--- config.mk ---
export PLATFORM = sky130hd
export DESIGN_NAME = leitor_dispositivo
export DESIGN_NICKNAME = d
export VERILOG_FILES = /design/src/rtl/leitor_dispositivo.sv
export SDC_FILE = /design/constraint.sdc
export NUM_CORES = 1
export LEC_CHECK = 0
export CORE_ASPECT_RATIO = 1.4
export CORE_MARGIN = 5
export CORE_UTILIZATION = 53
export DETAILED_ROUTE_END_ITERATION = 16
export GPL_ROUTABILITY_DRIVEN = 0
export PLACE_DENSITY = 0.94
export SKIP_CTS_REPAIR_TIMING = 1
export SYNTH_ARGS = -nofsm -noshare
export SYNTH_HDL_FRONTEND = slang
export SYNTH_SLANG_ARGS = --single-unit
--- constraint.sdc ---
create_clock -name clock -period 7.65 [get_ports clock]
set_input_delay 2.295 -clock clock [delete_from_list [all_inputs] [get_ports clock]]
set_output_delay 2.295 -clock clock [all_outputs]
set_load 0.01 [all_outputs]
--- src/rtl/leitor_dispositivo.sv ---
// leitor_dispositivo
// Read path from an external input device back to the processor.
// The device pushes 32-bit words into a small circular FIFO through a
// valid/ready handshake. The processor pops the FIFO head by reading
// DATA_ADDR and polls occupancy/underflow by reading STATUS_ADDR. Every
// other read address is passed through to data memory.
//
// Parameters:
//   DATA_ADDR   - read address that pops the FIFO head
//   STATUS_ADDR - read address returning {16'b0, count[7:0], 5'b0, underflow, full, empty}
//   DEPTH       - FIFO entries, power of two, 2..128
//
// Ports:
//   clock, reset          - rising-edge clock, synchronous active-high reset
//   address_in, read_en   - processor read request (one-cycle strobe)
//   mem_data_in           - data memory read data for pass-through reads
//   mem_read_en           - combinational memory read enable (non-device addresses)
//   address_out           - combinational copy of address_in
//   data_out, rd_valid    - registered read response, one cycle after the request
//   device_data/valid     - word offered by the device
//   device_ready          - combinational: low in reset or when the FIFO is full
//   irq                   - only when DEVICE_IRQ_EN is defined: FIFO non-empty or underflow
//
// Build option: define DEVICE_IRQ_EN to add the registered irq output.
module leitor_dispositivo #(
  parameter logic [31:0] DATA_ADDR   = 32'd900000,
  parameter logic [31:0] STATUS_ADDR = 32'd900004,
  parameter int          DEPTH       = 4
) (
  input  logic        clock,
  input  logic        reset,
  input  logic [31:0] address_in,
  input  logic        read_en,
  input  logic [31:0] mem_data_in,
  output logic        mem_read_en,
  output logic [31:0] address_out,
  output logic [31:0] data_out,
  output logic        rd_valid,
  input  logic [31:0] device_data,
  input  logic        device_valid,
  output logic        device_ready
`ifdef DEVICE_IRQ_EN
  ,
  output logic        irq
`endif
);

  localparam int PTR_W = $clog2(DEPTH);
  localparam int CNT_W = PTR_W + 1;

  logic [31:0]      fifo_mem [DEPTH];
  logic [PTR_W-1:0] wr_ptr;
  logic [PTR_W-1:0] rd_ptr;
  logic [CNT_W-1:0] count;
  logic [CNT_W-1:0] count_nxt;
  logic             underflow;
  logic             underflow_nxt;

  logic             full;
  logic             empty;
  logic             is_data;
  logic             is_status;
  logic             push;
  logic             pop;
  logic             underflow_set;
  logic [31:0]      rd_data_nxt;

  assign full      = (count == CNT_W'(DEPTH));
  assign empty     = (count == '0);
  assign is_data   = (address_in == DATA_ADDR);
  assign is_status = (address_in == STATUS_ADDR);

  assign address_out  = address_in;
  assign mem_read_en  = read_en && !is_data && !is_status;
  // No path from device_valid: ready depends only on reset and occupancy.
  assign device_ready = !reset && !full;

  assign push          = device_valid && device_ready;
  assign pop           = read_en && is_data && !empty;
  assign underflow_set = read_en && is_data && empty;

  always_comb begin
    count_nxt = count;
    case ({push, pop})
      2'b10:   count_nxt = count + CNT_W'(1);
      2'b01:   count_nxt = count - CNT_W'(1);
      default: count_nxt = count;
    endcase
  end

  // A same-cycle underflow event beats the clear from a status read.
  always_comb begin
    underflow_nxt = underflow;
    if (underflow_set)
      underflow_nxt = 1'b1;
    else if (read_en && is_status)
      underflow_nxt = 1'b0;
  end

  // Status uses pre-read values; count is zero-extended to the 8-bit field.
  always_comb begin
    rd_data_nxt = mem_data_in;
    if (is_data)
      rd_data_nxt = empty ? 32'd0 : fifo_mem[rd_ptr];
    else if (is_status)
      rd_data_nxt = {16'd0, 8'(count), 5'd0, underflow, full, empty};
  end

  // Storage holds data only; reset discards contents by clearing count.
  always_ff @(posedge clock) begin
    if (push)
      fifo_mem[wr_ptr] <= device_data;
  end

  // Response stage: one-cycle read latency
  always_ff @(posedge clock) begin
    if (reset) begin
      wr_ptr    <= '0;
      rd_ptr    <= '0;
      count     <= '0;
      underflow <= 1'b0;
      data_out  <= 32'd0;
      rd_valid  <= 1'b0;
    end else begin
      if (push)
        wr_ptr <= wr_ptr + PTR_W'(1);
      if (pop)
        rd_ptr <= rd_ptr + PTR_W'(1);
      count     <= count_nxt;
      underflow <= underflow_nxt;
      rd_valid  <= read_en;
      if (read_en)
        data_out <= rd_data_nxt;
    end
  end

`ifdef DEVICE_IRQ_EN
  always_ff @(posedge clock) begin
    if (reset)
      irq <= 1'b0;
    else
      irq <= (count_nxt != '0) || underflow_nxt;
  end
`endif

endmodule

# Yosys cells after proc, flatten, opt, wreduce, memory -nomap -nowiden
# Memory sizes are Yosys's and may differ from the RTL's. A register that Yosys moved wholly into a read port is not among the register bits.
# Index checks and enable logic that the tools add are counted.
dict set report totals {
  register_bits 41
  mem_bits_rw 128
  input_bits 100
  output_inout_bits 67
  elab_cells 42
  mem_count 1
}
dict set report classes {
  addsub 4
  n_eq_ne 5
  n_mux 10
  n_reduce_logical 16
}
# name words width read_ports rd_clocked_by_memory_dff wr line_no
set memory_table {}
lappend memory_table {fifo_mem 4 32 1 1 1 51} ;# logic [31:0] fifo_mem [DEPTH];
# operator count
set ops {}
lappend ops {{2-to-1 mux 32 bit} 3}
lappend ops {{== test 32 x 20 -> 1 bit, second input constant} 2}
lappend ops {{logical AND 1 bit} 8}
lappend ops {{one-hot mux 3 bit (2 select lines)} 1}
lappend ops {{logical NOT 1 bit} 5}
lappend ops {{adder 2 x 1 -> 2 bit, second input constant} 2}
lappend ops {{2-to-1 mux 1 bit} 4}
lappend ops {{2-to-1 mux 2 bit} 2}
lappend ops {{nonzero test 2 bit} 2}
lappend ops {{adder 3 x 1 -> 3 bit, second input constant} 1}
lappend ops {{== test 3 bit, second input constant} 1}
lappend ops {{logical NOT 3 bit} 1}
lappend ops {{subtractor 3 x 1 -> 3 bit, second input constant} 1}
lappend ops {{== test 2 x 1 -> 1 bit, second input constant} 1}
lappend ops {{== test 2 bit, second input constant} 1}

# Longest topological paths before layout
# Gate-level depths: netlist of the first run.
dict set report depth {
  depth_word 6
  mapped_depth 11
  mapped_depth_nobuf 10
}

# Worst setup path before layout of the first run
# Ideal clock, no wire load.
dict set report synth_path {
  path_type {input to output}
  from {input address_in[21]}
  to {output mem_read_en}
  arrival_ps 3232
  required_ps 5355
  path_slack_ps 2123
  stages 5
  path_buffers 1
  cell_sequence {nor4b_2 nand4_1 nor2_2 buf_2 nor2_1}
}
dict set report synth_between {
  elab_chain_cells 4
  word_cells_on_any_way 6
}
# item line_no
set synth_lines {}
lappend synth_lines {{start, declared} 32} ;# input logic [31:0] address_in,
lappend synth_lines {{== test 32 x 20 -> 1 bit} 70} ;# assign is_data = (address_in == DATA_ADDR);
lappend synth_lines {{logical NOT 1 bit} 74} ;# assign mem_read_en = read_en && !is_data && !is_status;
lappend synth_lines {{logical AND 1 bit} 74}
lappend synth_lines {{logical AND 1 bit (*)} 74}
lappend synth_lines {{end, declared} 35} ;# output logic mem_read_en,
# Every way passes the cells marked *; elsewhere a longest branch is shown, timed or not.

# Final worst setup path of the first run
dict set report layout_path {
  from {input reset}
  to {output device_ready}
}
dict set report layout_between {
  elab_chain_cells 2
}
# item line_no
set layout_lines {}
lappend layout_lines {{start, declared} 31} ;# input logic reset,
lappend layout_lines {{logical NOT 1 bit} 76} ;# assign device_ready = !reset && !full;
lappend layout_lines {{logical AND 1 bit} 76}
lappend layout_lines {{end, declared} 41} ;# output logic device_ready
# No other way between the ends.

==> Flow_metrics.wiki, run 1 <==
{| class="wikitable"
! Metric !! Value
|-
| Worst supply voltage drop on vdd || 172 uV
|-
| Setup CP Type || input pin to primary output
|-
| Placeable core region || 12800 um^2
|-
| Final routed wirelength across all metal layers || 15900 um
|-
| Count of final setup violators || 0
|-
| Remaining Overflow, GRT || 0
|-
| Combined area of all synthesized cells || 6830 um^2
|-
| Post-route DRC || 0
|-
| R2r setup slk || 5.01 ns
|-
| Fin worst setup slack || 1.39 ns
|-
| Clock tree skew after final layout || 0.00805 ns
|-
| Peak clock frequency supported by timing || 0.160 GHz
|-
| Area share of the largest cell type after synthesis || 56.3%
|-
| Worst Tran Pin Value || 1.07 ns
|-
| Area after DPL || 8390 um^2
|-
| Number of fill cells in the layout || 792
|-
| Class of the most critical hold timing path || flip-flop to flip-flop
|-
| Post-synthesis average cell area || 16.9 um^2
|-
| Via count of the first global-routing pass || 4684
|-
| Number of standard-cell rows in the floorplan || 49
|-
| Half-perimeter wire length after detailed placement || 10800 um
|-
| Via count of the routed design || 4178
|-
| All-Layer GR Usage || 21.7%
|-
| Number of hold-slack violations in the final timing report || 0
|-
| Top cell type by total area after synthesis || edfxtp_1
|-
| Top post-synthesis cells by count || edfxtp_1, dfxtp_1, buf_4
|-
| Num ports || 167
|-
| Drt initial violations || 204
|-
| Initial standard-cell utilization of the core || 53.5%
|-
| Detail Route Antenna Nets || 0
|-
| Worst max-slew margin expressed relative to the limit || 28.6%
|-
| Sequential area share after synthesis || 68.9%
|-
| Total Nets Final || 645
|-
| TritonCTS buffer count || 17
|-
| Clk root buf || clkbuf_16
|-
| Storage element area || 4710 um^2
|-
| Relative contribution of combinational cells to total power || 8.1%
|-
| Final design instance area without fill || 8990 um^2
|-
| Global-route wire length before repair || 25000 um
|-
| H-tree levels || 4
|-
| Number of nets produced by synthesis || 509
|-
| Most frequently used cell type in the post-synthesis netlist || edfxtp_1
|-
| Largest net degree at the start of global routing || 36
|-
| Internal power || 1640 uW
|-
| Total area of multi-input combinational cells || 1770 um^2
|-
| Data arrival time of the critical path || 3.97 ns
|-
| Final critical delay including setup and external delays || 6.26 ns
|-
| Buffer levels on the longest clock path || 2
|-
| Die width || 106 um
|-
| Power spent charging and discharging nets || 431 uW
|-
| Fraction of power spent switching nets || 20.8%
|-
| Max-slew violation count || 0
|-
| Chip height || 144 um
|-
| Via-to-Cell Ratio || 5.93
|-
| Data required time of the worst path || 5.36 ns
|-
| Period Utilization, post-route || 81.9%
|-
| Main area contributors after synthesis || edfxtp_1, dfxtp_1, mux4_2, a221o_1, buf_4
|-
| Number of flip-flops and latches in the synthesized netlist || 171
|-
| Lkg Pwr || 0.00309 uW
|-
| Number of antenna violations at the first check in global routing || 0
|-
| RSZ-0062 raised after global routing || false
|-
| Number of enable flip-flop cells after synthesis || 128
|-
| Post-DR wirelength/cell || 22.5 um
|-
| Clock slew at reported path FFs || 0.07 ns
|-
| Synth-to-Final Area Change || 31.7%
|-
| Number of warning messages in the yosys log || 0
|-
| Die Area || 15300 um^2
|-
| Instance count of the mapped netlist || 403
|-
| Part of the total power dissipated in sequential elements || 50.2%
|-
| Detailed-routing iteration count for the pre-antenna-repair pass || 4
|-
| Share of layout cells above drive strength 1 || 15.8%
|-
| Clk pwr share || 41.7%
|-
| Number of clock sinks || 171
|-
| Worst slack after detailed placement || 1.37 ns
|-
| Power density relative to cell area || 231 nW/um^2
|-
| Setup TNS || 0 ns
|-
| Crit path launch type || input pin
|-
| Result of the run || finished, final reports clean
|-
| Async set-reset flop share out of synthesis || 0%
|-
| Insertion delay of the later-clocked pin in the worst-skew pair || 0.41 ns
|-
| Number of distinct standard cells referenced by the synthesized netlist || 45
|-
| TritonCTS clock tree || yes
|-
| Number of violations of the max-capacitance limit || 0
|-
| Port Buffer Count || 166
|-
| Dominant synthesized flop cell || edfxtp_1
|-
| Worst Setup End Kind || primary output
|-
| Maximum net fanout on the critical path || 13
|-
| Diodes inserted || 0
|}
## flip-flops by register name, summed over array words and instances, names as in the netlist, named ones only
| signal | cells |
|---|---|
| count | 3 |
| data_out | 32 |
| fifo_mem | 128 |
| rd_ptr | 2 |
| rd_valid | 1 |
| underflow | 1 |
| wr_ptr | 2 |
## final cells by class
class / count / area share, %
Clock buffer: 18 / 4.77
Clock inverter: 14 / 1.89
Inverter: 9 / 0.376
Multi-Input combinational cell: 170 / 19.7
Sequential cell: 171 / 52.4
Tap cell: 153 / 2.13
Timing Repair Buffer: 170 / 18.8
## through the flow
step / total power [uW] / cells / util, % / hold slack, ns
6_report: 2070 / 705 / 70.5 / 0.457
5_1_grt: 2150 / 705 / 70.5 / 0.487
4_1_cts: 2090 / 705 / 70.5 / 0.458
3_5_place_dp: 1230 / 673 / 65.8 / 0.442
3_3_place_gp: 1220 / 673 / 65.8 / 0.434
2_1_floorplan: 1120 / 403 / - / 0.482
## logic make-up after synthesis
group / synth area share [%]
flip-flops: 68.9
multiplexers: 11.0
XOR/XNOR: 0.385
adder cells (fa/ha/maj): 1.21
buffers and inverters: 5.41
AND/OR/NAND/NOR: 6.89
AO/OA/AOI/OAI: 6.21
## worst paths after layout
| kind | startpoint | end | cells past startpoint |
|---|---|---|---|
| setup reg to reg | count[0]$_SDFFE_PP0P_ | count[2]$_SDFFE_PP0P_ | 9 |
| setup / recovery | reset | device_ready | 3 |
| hold / removal | data_out[8]$_SDFFE_PP0P_ | data_out[8]$_SDFFE_PP0P_ | 2 |
| hold reg to reg | data_out[8]$_SDFFE_PP0P_ | data_out[8]$_SDFFE_PP0P_ | 2 |
## power groups by stage
stage | Clock, uW | Combinational (uW) | Sequential (uW)
2_1_floorplan | 0 | 60.4 | 1060
3_3_place_gp | 0 | 162 | 1060
3_5_place_dp | 0 | 170 | 1060
4_1_cts | 883 | 170 | 1040
5_1_grt | 925 | 180 | 1040
6_report | 865 | 169 | 1040
## layout by cell type (no fill, tap or decap), types with 3 or more instances in the layout
master,count
clkdlybuf4s50_1,166
edfxtp_1,128
dfxtp_1,41
mux4_2,31
and3_1,26
a221o_1,26
clkbuf_16,17
o21ai_0,10
inv_1,9
nor2_1,8
nand2_1,8
a21oi_1,6
ha_1,5
and3_2,4
nor2_2,4
buf_4,4
mux2i_1,3
a221oi_1,3
clkinv_4,3
bufinv_16,3
inv_6,3
## critical path, cell delays in order
cell	delay (ns)
clkdlybuf4s50_1	0.63
a21oi_1	0.41
clkdlybuf4s50_1	0.63
## per-layer routing
metal | vias up | wire length (um) | track usage, %
met5 | - | 0 | 0
met4 | 0 | 380 | 9.89
met3 | 26 | 1110 | 5.90
met2 | 188 | 8870 | 40.2
met1 | 2105 | 5540 | 22.9
li1 | 1859 | - | -
Note: power is estimated with default switching activity, not from simulation.
==> run 2: changes to the inputs <==
- CORE_UTILIZATION: 53 -> 49
- PLACE_DENSITY: 0.94 -> 0.88
- clock period: 7.65 -> 6.5 ns (I/O delays scaled with it)
==> run 2 against run 1 <==
Against the previous run:
- power up 17%
- clock power up 17%
- cell count up 4.7%
- wire length down 0.53%
- first-iteration DRC count down 8.8%
- count of clock-buffer cells in the layout down 1
- critical endpoint is now mem_read_en
- global-route usage down 2.1 points
- largest power group unchanged
- non-clock buffer count up 1
- sequential cell count unchanged
==> Flow_metrics.wiki, run 2 (synthesis results as in run 1) <==
{| class="wikitable"
! Metric !! Value
|-
| Result of the run || finished, final reports clean (unchanged)
|-
| Leading registers by flop count || fifo_mem (128), data_out (32), count (3) (unchanged)
|-
| Diodes inserted || 0 (unchanged)
|-
| Worst hold path endpoint || data_out[1]$_SDFFE_PP0P_ (was data_out[8]$_SDFFE_PP0P_)
|-
| Slowest stage cell, crit path || clkdlybuf4s50_1 (unchanged)
|-
| Worst slack after detailed placement || 0.902 ns (was 1.37 ns)
|-
| Number of hold-slack violations in the final timing report || 0 (unchanged)
|-
| Buffer levels on the longest clock path || 2 (unchanged)
|-
| Total Nets Final || 646 (was 645)
|-
| Commonest non-fill, non-tap cells in the layout || clkdlybuf4s50_1, edfxtp_1, dfxtp_1, mux4_2 (unchanged)
|-
| Worst Tran Pin Value || 1.11 ns (was 1.07 ns)
|-
| Class of the most critical hold timing path || flip-flop to flip-flop (unchanged)
|-
| Port Buffer Count || 166 (unchanged)
|-
| Internal power || 1880 uW (was 1640 uW)
|-
| RSZ-0062 raised after global routing || false (unchanged)
|-
| Critical path cell sequence || clkdlybuf4s50_1 -> nor4b_2 -> nand4_1 -> nor2_2 -> nor2_1 -> clkdlybuf4s50_1 (was clkdlybuf4s50_1 -> a21oi_1 -> clkdlybuf4s50_1)
|-
| Fin worst setup slack || 0.912 ns (was 1.39 ns)
|-
| Setup TNS || 0 ns (unchanged)
|-
| Number of buffers and inverters on the critical path || 2 (unchanged)
|-
| Half-perimeter wire length after detailed placement || 10600 um (was 10800 um)
|-
| Hold Crit Depth || 2 (unchanged)
|-
| Global-route wire length before repair || 23700 um (was 25000 um)
|-
| Fraction of power spent switching nets || 22.7% (was 20.8%)
|-
| TritonCTS clock tree || yes (unchanged)
|-
| All-Layer GR Usage || 19.5% (was 21.7%)
|-
| Area after DPL || 8440 um^2 (was 8390 um^2)
|-
| Largest net degree at the start of global routing || 36 (unchanged)
|-
| Power density relative to cell area || 269 nW/um^2 (was 231 nW/um^2)
|-
| Count of final setup violators || 0 (unchanged)
|-
| Clock tree skew after final layout || 0.0118 ns (was 0.00805 ns)
|-
| Via count of the routed design || 4137 (was 4178)
|-
| Most common cell type on the critical path || clkdlybuf4s50_1 (unchanged)
|-
| Num ports || 167 (unchanged)
|-
| Clk root buf || clkbuf_16 (unchanged)
|-
| Startpoint of the most critical hold path || data_out[1]$_SDFFE_PP0P_ (was data_out[8]$_SDFFE_PP0P_)
|-
| Detail Route Antenna Nets || 0 (unchanged)
|-
| Number of antenna violations at the first check in global routing || 0 (unchanged)
|-
| Placeable core region || 13800 um^2 (was 12800 um^2)
|-
| Final routed wirelength across all metal layers || 15800 um (was 15900 um)
|-
| Number of standard-cell rows in the floorplan || 51 (was 49)
|-
| TritonCTS buffer count || 17 (unchanged)
|-
| Max-slew violation count || 0 (unchanged)
|-
| Post-DR wirelength/cell || 21.4 um (was 22.5 um)
|-
| Reg with most FFs || fifo_mem (unchanged)
|-
| Lkg Pwr || 0.00311 uW (was 0.00309 uW)
|-
| Share of layout cells above drive strength 1 || 16.5% (was 15.8%)
|-
| Data required time of the worst path || 4.55 ns (was 5.36 ns)
|-
| Drt initial violations || 186 (was 204)
|-
| Number of clock sinks || 171 (unchanged)
|-
| Final non-filler cell total || 738 (was 705)
|-
| Chip height || 150 um (was 144 um)
|-
| Cell family with most CP delay || buffers and inverters (unchanged)
|-
| Data arrival time of the critical path || 3.64 ns (was 3.97 ns)
|-
| Insertion delay of the later-clocked pin in the worst-skew pair || 0.42 ns (was 0.41 ns)
|-
| Power spent charging and discharging nets || 552 uW (was 431 uW)
|-
| Die Area || 16400 um^2 (was 15300 um^2)
|-
| Detailed-routing iteration count for the pre-antenna-repair pass || 5 (was 4)
|-
| Reg-to-reg critical path endpoint || count[2]$_SDFFE_PP0P_ (unchanged)
|-
| Clk pwr share || 41.5% (was 41.7%)
|-
| Via count of the first global-routing pass || 4463 (was 4684)
|-
| Final design instance area without fill || 9040 um^2 (was 8990 um^2)
|-
| Final critical delay including setup and external delays || 5.59 ns
|-
| Remaining Overflow, GRT || 0 (unchanged)
|-
| Period Utilization, post-route || 86.0%
|-
| Slowest cell delay on critical path || 0.48 ns (was 0.63 ns)
|-
| Worst reg2reg path depth || 9 (unchanged)
|-
| Relative contribution of combinational cells to total power || 8.2% (was 8.1%)
|-
| Setup CP Type || input pin to primary output (unchanged)
|-
| R2r setup slk || 3.99 ns (was 5.01 ns)
|-
| H-tree levels || 4 (unchanged)
|-
| Worst supply voltage drop on vdd || 179 uV (was 172 uV)
|-
| Worst Setup End Kind || primary output (unchanged)
|-
| Maximum net fanout on the critical path || 3 (was 13)
|-
| Post-route DRC || 0 (unchanged)
|-
| Die width || 110 um (was 106 um)
|-
| Crit path launch type || input pin (unchanged)
|-
| Synth-to-Final Area Change || 32.5% (was 31.7%)
|-
| Launch instance of the worst register-to-register path || count[0]$_SDFFE_PP0P_ (unchanged)
|-
| Clock slew at reported path FFs || 0.07 ns (about the same)
|-
| Placed Cells || 706 (was 673)
|-
| Most common library cell in the layout ignoring fill and taps || clkdlybuf4s50_1 (unchanged)
|-
| Peak clock frequency supported by timing || 0.179 GHz
|-
| Worst max-slew margin expressed relative to the limit || 25.6% (was 28.6%)
|-
| Part of the total power dissipated in sequential elements || 50.3% (was 50.2%)
|-
| Initial standard-cell utilization of the core || 49.5% (was 53.5%)
|-
| Via-to-Cell Ratio || 5.61 (was 5.93)
|-
| Number of violations of the max-capacitance limit || 0 (unchanged)
|-
| Max reg flops || 128 (unchanged)
|-
| Post-layout power || 2430 uW (was 2070 uW)
|}
==> run 2: final cells by class <==
cell class	count	area, um^2
clock buffers	17	425
clock inverters	15	181
fillers	974	4740
inverters	9	33.8
multi-input cells	170	1770
flip-flops and latches	171	4710
well taps	185	231
repair buffers	171	1700
==> run 2: power by group through the flow <==
| stage | clock (uW) | sequential, uW | combinational (uW) |
|---|---|---|---|
| global route | 1070 | 1230 | 211 |
| finish | 1010 | 1220 | 198 |
| floorplan | 0 | 1250 | 71.1 |
| CTS | 1020 | 1220 | 200 |
| detailed placement | 0 | 1250 | 199 |
| global placement | 0 | 1240 | 192 |
==> run 2: metal layers <==
layer / GRT usage, % / up-vias / part of all wire, %
li1: - / 1857 / -
met1: 20.5 / 2039 / 34
met2: 36.3 / 213 / 54
met3: 5.91 / 28 / 9.2
met4: 6.74 / 0 / 2.2
met5: 0 / - / 0
==> run 2: worst register-to-register path, stage by stage (launching register included) <==
cell and delay [ns]:
dfxtp_1 0.47, nor3_2 0.13, or2_2 0.33, nor3_1 0.24
ha_1 0.22, inv_1 0.06, fa_1 0.37, xor2_1 0.16
or3_1 0.32, a21oi_1 0.14
==> run 2: metrics by stage <==
| step | utilization (%) | hold WS [ns] |
|---|---|---|
| 2_1_floorplan | - | 0.482 |
| 3_3_place_gp | 61.2 | 0.442 |
| 3_5_place_dp | 61.2 | 0.443 |
| 4_1_cts | 65.6 | 0.458 |
| 5_1_grt | 65.6 | 0.483 |
| 6_report | 65.6 | 0.471 |
==> run 2: how the worst max path moves through the flow <==
| stage | startpoint | slack (ns) | depth (start not counted) | endpoint |
|---|---|---|---|---|
| CTS | address_in[21] | 0.89 | 6 | mem_read_en |
| global placement | address_in[21] | 0.95 | 6 | mem_read_en |
| floorplan | address_in[21] | 1.66 | 5 | mem_read_en |
| finish | address_in[21] | 0.91 | 6 | mem_read_en |
| global route | address_in[25] | 0.78 | 6 | mem_read_en |
| detailed placement | address_in[21] | 0.90 | 6 | mem_read_en |
